[config.mk]
export PLATFORM = sky130hd
export DESIGN_NAME = pat_buffer
export DESIGN_NICKNAME = d
export VERILOG_FILES = /design/src/rtl/pat_buffer.sv
export SDC_FILE = /design/constraint.sdc
export NUM_CORES = 2
export LEC_CHECK = 0
export CAP_MARGIN = 20
export CORE_MARGIN = 4
export CORE_UTILIZATION = 25
export DETAILED_ROUTE_END_ITERATION = 8
export PLACE_DENSITY = 0.5
export SETUP_SLACK_MARGIN = 0.02
export SYNTH_ARGS = -nofsm -noshare
export SYNTH_HDL_FRONTEND = slang
export SYNTH_SLANG_ARGS = --single-unit
[constraint.sdc]
create_clock -name clk -period 3.37 [get_ports clk]
set_input_delay 1.011 -clock clk [delete_from_list [all_inputs] [get_ports clk]]
set_output_delay 1.011 -clock clk [all_outputs]
set_load 0.01 [all_outputs]
[src/rtl/pat_buffer.sv]
// Eight 32-field pattern buffers shared between a processor port and an external load/drain stream.
// Optional `PAT_BUFFER_BYPASS_EN forwards a same-field processor write straight to field_in.
module pat_buffer #(
    parameter int bufp_width   = 3,
    parameter int fieldp_width = 5,
    parameter int buffer_width = 8
) (
    input  logic                    clk,
    input  logic                    reset,
    input  logic [bufp_width-1:0]   bufp,
    input  logic [fieldp_width-1:0] fieldp,
    input  logic [fieldp_width-1:0] fieldwp,
    input  logic [buffer_width-1:0] field_out,
    input  logic                    write_en,
    output logic [buffer_width-1:0] field_in,
    input  logic                    ext_cmd_valid,
    output logic                    ext_cmd_ready,
    input  logic                    ext_cmd_load,
    input  logic [bufp_width-1:0]   ext_cmd_buf,
    input  logic                    in_valid,
    output logic                    in_ready,
    input  logic [buffer_width-1:0] in_data,
    output logic                    out_valid,
    input  logic                    out_ready,
    output logic [buffer_width-1:0] out_data,
    output logic                    busy
);
    localparam int AW = bufp_width + fieldp_width;
    localparam logic [fieldp_width-1:0] CNT_LAST = '1;

    typedef enum logic [1:0] {IDLE, LOAD, DRAIN} state_t;

    state_t                  state, state_nx;
    logic [buffer_width-1:0] mem [0:(1<<AW)-1];
    logic [bufp_width-1:0]   xbuf;
    logic [fieldp_width-1:0] cnt;
    logic                    ext_free, cmd_fire, load_fire, drain_fire, drain_fetch;

    // The external side may only move while the processor is looking at a different buffer.
    assign ext_free      = (xbuf != bufp);
    assign ext_cmd_ready = reset && (state == IDLE);
    assign in_ready      = reset && (state == LOAD) && ext_free;
    assign busy          = (state != IDLE);
    assign cmd_fire      = ext_cmd_valid && ext_cmd_ready;
    assign load_fire     = in_valid && in_ready;
    assign drain_fire    = (state == DRAIN) && out_valid && out_ready;
    assign drain_fetch   = (state == DRAIN) && !out_valid && ext_free;

    always_comb begin
        state_nx = state;
        case (state)
            IDLE:    if (cmd_fire) state_nx = ext_cmd_load ? LOAD : DRAIN;
            LOAD:    if (load_fire && cnt == CNT_LAST) state_nx = IDLE;
            DRAIN:   if (drain_fire && cnt == CNT_LAST) state_nx = IDLE;
            default: state_nx = IDLE;
        endcase
    end

    always_ff @(posedge clk) begin
        if (!reset) begin
            state     <= IDLE;
            xbuf      <= '0;
            cnt       <= '0;
            out_valid <= 1'b0;
            out_data  <= '0;
        end else begin
            state <= state_nx;
            if (cmd_fire) begin
                xbuf <= ext_cmd_buf;
                cnt  <= '0;
            end else if (load_fire || drain_fire) begin
                cnt <= cnt + 1'b1;
            end
            // A presented word is held until taken; the next fetch waits one cycle.
            if (drain_fire) begin
                out_valid <= 1'b0;
            end else if (drain_fetch) begin
                out_valid <= 1'b1;
                out_data  <= mem[{xbuf, cnt}];
            end
        end
    end

    // Storage is never cleared; both ports target different buffers so they never collide.
    always_ff @(posedge clk) begin
        if (write_en)  mem[{bufp, fieldwp}] <= field_out;
        if (load_fire) mem[{xbuf, cnt}]     <= in_data;
    end

    always_ff @(posedge clk) begin
        if (!reset) begin
            field_in <= '0;
        end else begin
`ifdef PAT_BUFFER_BYPASS_EN
            if (write_en && fieldwp == fieldp) field_in <= field_out;
            else                               field_in <= mem[{bufp, fieldp}];
`else
            field_in <= mem[{bufp, fieldp}];
`endif
        end
    end

endmodule
==> results.md <==
- 1.18 ns — Slew @ Worst Pin
- 90 — largest net degree at the start of global routing
- 89200 — detailed-route via count
- 0% — share of synthesized registers carrying an async set or reset
- 16.0 sq um — average footprint of a synthesized cell
- 0.155 sq mm — Non-Filler Cell Area, Final
- 25.9% — switching portion of total power
- 4.26 ns — data arrival at the endpoint of the critical path
- 87500 — via count of the first global-routing pass
- 0.124 sq mm — total standard cell area after synthesis
- 1 — number of instances on the worst hold path
- 257 — number of core rows
- cnt[0] — RR Startpoint
- 0.976 — RD Place Congestion
- 711 um — Die Y
- 44.8% — sequential cell fraction of total power
- 51.9 nW — LEAKAGE
- 62 — number of antenna violations at the first check in global routing
- 4 — Clock H-tree levels
- 47.2 mW — internal power of the cells
- 11.6% — part of the total power dissipated in combinational logic
- 2075 — number of sinks driven by the clock tree
- 0 — count of final max-slew check failures
- 50.2% — sequential cell area fraction in the yosys report
- 7732 — Post-Syn Instances
- input pin — startpoint kind of the worst setup timing path
- 25.5% — Synth-to-Final Area Change
- out_data[6] — end of the worst register-to-register path
- no — RSZ-0062 raised after global routing
- 9022 — final layout net count
- 81 — number of distinct library cell variants in the gate-level netlist after synthesis
- reg2reg — path type of the worst min-delay path
- 21.1% — worst-case headroom to the max-slew limit
- 37.4 um — mean routed wirelength per cell
- 49.8% — area share of the largest cell type after synthesis
- 16 — maximum fanout encountered on the critical timing path
- 411 mW/mm^2 — areal power density over the cells
- 291 MHz — fmax
- 588000 um — routed wire length
- done — CTS tree
- 789000 um — wire length of the first global-routing pass
- 0.505 sq mm — Die Footprint
- 0 — Final Hold Viols
- state[1] — end point of the worst hold path
- 5.68 — Via density
- 4 — Max Root-Sink Buffers
- 3.43 ns — clock period minus final worst setup slack
- state[0] — hold path start
- -0.0882 ns — post-route setup TNS
- sky130_fd_sc_hd__clkbuf_16 — Root Driver
- 58 — IO buf count
- 0.563 ns — hold slack
- 0 — yosys warns
- 0.06 ns — post-CTS clock slew at the launch and capture registers of the worst setup and hold paths
- 0.491 sq mm — area of the core
- 2075 — post-synthesis sequential element count
- 2048 — Post-synth EDFFs
- 0.000528 V — Worst IR Drop VDD
- 43.6% — Clock power frac
- 11 — Reg2Reg Depth
- 0 — DRC violation count after routing
- in2reg — path type of the worst setup path
- 4.20 ns — Data required, critical path
- 422000 um — half-perimeter wire length after detailed placement
- register — Worst setup EP type
- 711 um — x dimension of the die
- 25.2% — Initial Util
- 102% — final period utilization
- 0 — global-route congestion overflow total
- 7776 — number of nets produced by synthesis
- sky130_fd_sc_hd__edfxtp_1 (50%), sky130_fd_sc_hd__mux4_2 (20%), sky130_fd_sc_hd__mux2_2 (18%) — synth top area cells
- 0 — Hold Buf Count CTS
- 0.0797 ns — final setup skew
- 1.00 ns — clock latency at the later pin of the worst-skew pair
- 31.6% — Final Util
- -0.0634 ns — Worst Setup Slack, final
- sky130_fd_sc_hd__edfxtp_1 — cell accounting for the most synthesized area
- 12200 — number of DRC markers after the initial detailed-route iteration
- complete, but fails checks — outcome
- 244 — Inserted Clock Buffers
- 0.147 sq mm — dpl cell area
- 16.5 mW — NetSw
- 0 — post-detailed-route count of antenna-violating nets
- 58.3% — proportion of layout cells with a drive suffix above 1
- 22.4% — total track usage
- -0.02 ns — worst setup slack for register-to-register paths
- 0 — count of max-cap constraint violations
- 7 — DR pass1 iterations
- 59 — # IOs
- negative setup slack — violated checks
- sky130_fd_sc_hd__edfxtp_1 — main flop type after synthesis
- 4 — final-report setup violation count
## routing by layer
metal	wire length, um	vias to the layer above	GRT usage [%]	part of all wire, %
met5	123	-	0	0.021
met4	35400	20	11.7	6.0
met3	63100	1122	6.20	11
met2	260000	5760	34.0	44
met1	229000	47900	29.1	39
li1	-	34400	-	-
## critical path, cell delays in order
cell,delay [ns]
sky130_fd_sc_hd__buf_8,0.14
sky130_fd_sc_hd__buf_12,0.21
sky130_fd_sc_hd__buf_12,0.29
sky130_fd_sc_hd__buf_4,0.25
sky130_fd_sc_hd__mux4_2,0.52
sky130_fd_sc_hd__o22ai_1,0.38
sky130_fd_sc_hd__buf_4,0.19
sky130_fd_sc_hd__a21oi_1,0.04
sky130_fd_sc_hd__nand3_1,0.18
sky130_fd_sc_hd__buf_4,0.20
sky130_fd_sc_hd__nand4_1,0.11
sky130_fd_sc_hd__o22ai_1,0.49
sky130_fd_sc_hd__a31oi_1,0.16
## what timing repair did
action | in CTS | in global routing
endpoints found under the setup margin | 19 | 12
cloned | 0 | 1
pin swaps | 3 | 4
buffers inserted | 2 | 8
resized for setup | 37 | 20
## sequential cells by signal, indices dropped and copies added (netlist names)
signal	flops
xbuf	3
mem	2048
field_in	8
out_data	8
out_valid	1
cnt	5
state	2
## metrics by stage
step	setup WS [ns]	cells	power, mW
2_1_floorplan	-0.144	7732	32.5
3_3_place_gp	-0.907	15200	36.1
3_5_place_dp	-0.972	15200	36.2
4_1_cts	-0.0509	15700	63.8
5_1_grt	0.0103	15700	65.0
6_report	-0.0634	15700	63.7
## power groups by stage
stage          Sequential (mW)  Combinational, mW  Clock (mW)
2_1_floorplan             29.0               3.49           0
3_3_place_gp              29.1               7.04           0
3_5_place_dp              29.1               7.12           0
4_1_cts                   28.5               7.16        28.1
5_1_grt                   28.5               7.46        29.0
6_report                  28.5               7.36        27.8
## synthesized netlist by cell type (6+ instances only)
master and count:
sky130_fd_sc_hd__o22ai_1 45, sky130_fd_sc_hd__and3_1 11, sky130_fd_sc_hd__a211oi_1 18, sky130_fd_sc_hd__o21ai_0 308, sky130_fd_sc_hd__o221ai_1 10, sky130_fd_sc_hd__o211ai_1 14
sky130_fd_sc_hd__a21oi_1 47, sky130_fd_sc_hd__clkbuf_1 611, sky130_fd_sc_hd__buf_1 48, sky130_fd_sc_hd__edfxtp_1 2048, sky130_fd_sc_hd__xnor2_1 6, sky130_fd_sc_hd__and2_1 17
sky130_fd_sc_hd__mux4_2 1098, sky130_fd_sc_hd__mux2_2 1950, sky130_fd_sc_hd__inv_1 8, sky130_fd_sc_hd__nor2_1 87, sky130_fd_sc_hd__nand2_1 421, sky130_fd_sc_hd__nor3_1 20
sky130_fd_sc_hd__a22o_1 7, sky130_fd_sc_hd__mux2i_1 170, sky130_fd_sc_hd__nand2b_1 23, sky130_fd_sc_hd__a22oi_1 89, sky130_fd_sc_hd__buf_4 64, sky130_fd_sc_hd__nor2b_1 38
sky130_fd_sc_hd__nor4_1 8, sky130_fd_sc_hd__buf_2 140, sky130_fd_sc_hd__a221oi_1 19, sky130_fd_sc_hd__o31ai_1 7, sky130_fd_sc_hd__o2111ai_1 7, sky130_fd_sc_hd__mux2_1 136
sky130_fd_sc_hd__buf_6 19, sky130_fd_sc_hd__a31oi_1 26, sky130_fd_sc_hd__dfxtp_1 27, sky130_fd_sc_hd__nand4_1 16, sky130_fd_sc_hd__or2_2 7, sky130_fd_sc_hd__nand3_1 63
sky130_fd_sc_hd__a2111oi_0 6
## worst max-delay path by stage
stage | start | endpoint | slack (ns) | cells past startpoint
floorplan | bufp[0] | mem[48][0] | -0.14 | 7
global placement | fieldp[0] | field_in[7] | -0.91 | 11
detailed placement | fieldp[0] | field_in[5] | -0.97 | 10
CTS | reset | in_ready | -0.05 | 7
global route | cnt[0] | out_data[7] | 0.01 | 10
finish | fieldp[0] | field_in[1] | -0.06 | 13
## logic make-up (layout without fill, tap and decap cells)
group / count (synthesis) / in the layout / synth area share (%)
multiplexers: 3359 / 3359 / 40.5
flip-flops: 2075 / 2075 / 50.2
buffers and inverters: 895 / 2348 / 3.19
AND/OR/NAND/NOR: 729 / 729 / 2.61
AO/OA/AOI/OAI: 663 / 663 / 3.35
XOR/XNOR: 6 / 6 / 0.0425
adder cells (fa/ha/maj): 5 / 5 / 0.0507
other: 0 / 56 / 0
## cell usage in the layout, fill, tap and decap left out, types with 17 or more instances in the layout
cell                              synthesis  final
sky130_fd_sc_hd__a221oi_1                19     18
sky130_fd_sc_hd__nor2b_1                 38     34
sky130_fd_sc_hd__o22ai_1                 45     44
sky130_fd_sc_hd__a21oi_1                 47     45
sky130_fd_sc_hd__o21ai_0                308    296
sky130_fd_sc_hd__mux2_2                1950   1950
sky130_fd_sc_hd__buf_8                    0     19
sky130_fd_sc_hd__clkdlybuf4s50_1          0     30
sky130_fd_sc_hd__buf_4                   64   1482
sky130_fd_sc_hd__mux2i_1                170    168
sky130_fd_sc_hd__nand2_1                421    409
sky130_fd_sc_hd__clkbuf_16                0    246
sky130_fd_sc_hd__mux2_1                 136    136
sky130_fd_sc_hd__bufinv_16                0     31
sky130_fd_sc_hd__nand3_1                 63     57
sky130_fd_sc_hd__dfxtp_2                  0     17
sky130_fd_sc_hd__clkinv_2                 0     49
sky130_fd_sc_hd__a31oi_1                 26     26
sky130_fd_sc_hd__a22oi_1                 89     87
sky130_fd_sc_hd__edfxtp_1              2048   2048
sky130_fd_sc_hd__clkbuf_1               611     55
sky130_fd_sc_hd__clkinv_1                 2     50
sky130_fd_sc_hd__nor2_1                  87     62
sky130_fd_sc_hd__diode_2                  0     56
sky130_fd_sc_hd__buf_12                   1    336
sky130_fd_sc_hd__mux4_2                1098   1098
sky130_fd_sc_hd__nand2b_1                23     22
## cell type report
class | count | area, sq um
tap | 6475 | 8100
fill | 47800 | 336000
timing repair buffer | 1883 | 18700
clock buffer | 303 | 6380
inverter | 12 | 53.8
clock inverter | 150 | 1670
antenna | 56 | 140
sequential | 2075 | 62100
multi-input combinational | 4762 | 57900
Note: power is estimated with default switching activity, not from simulation.
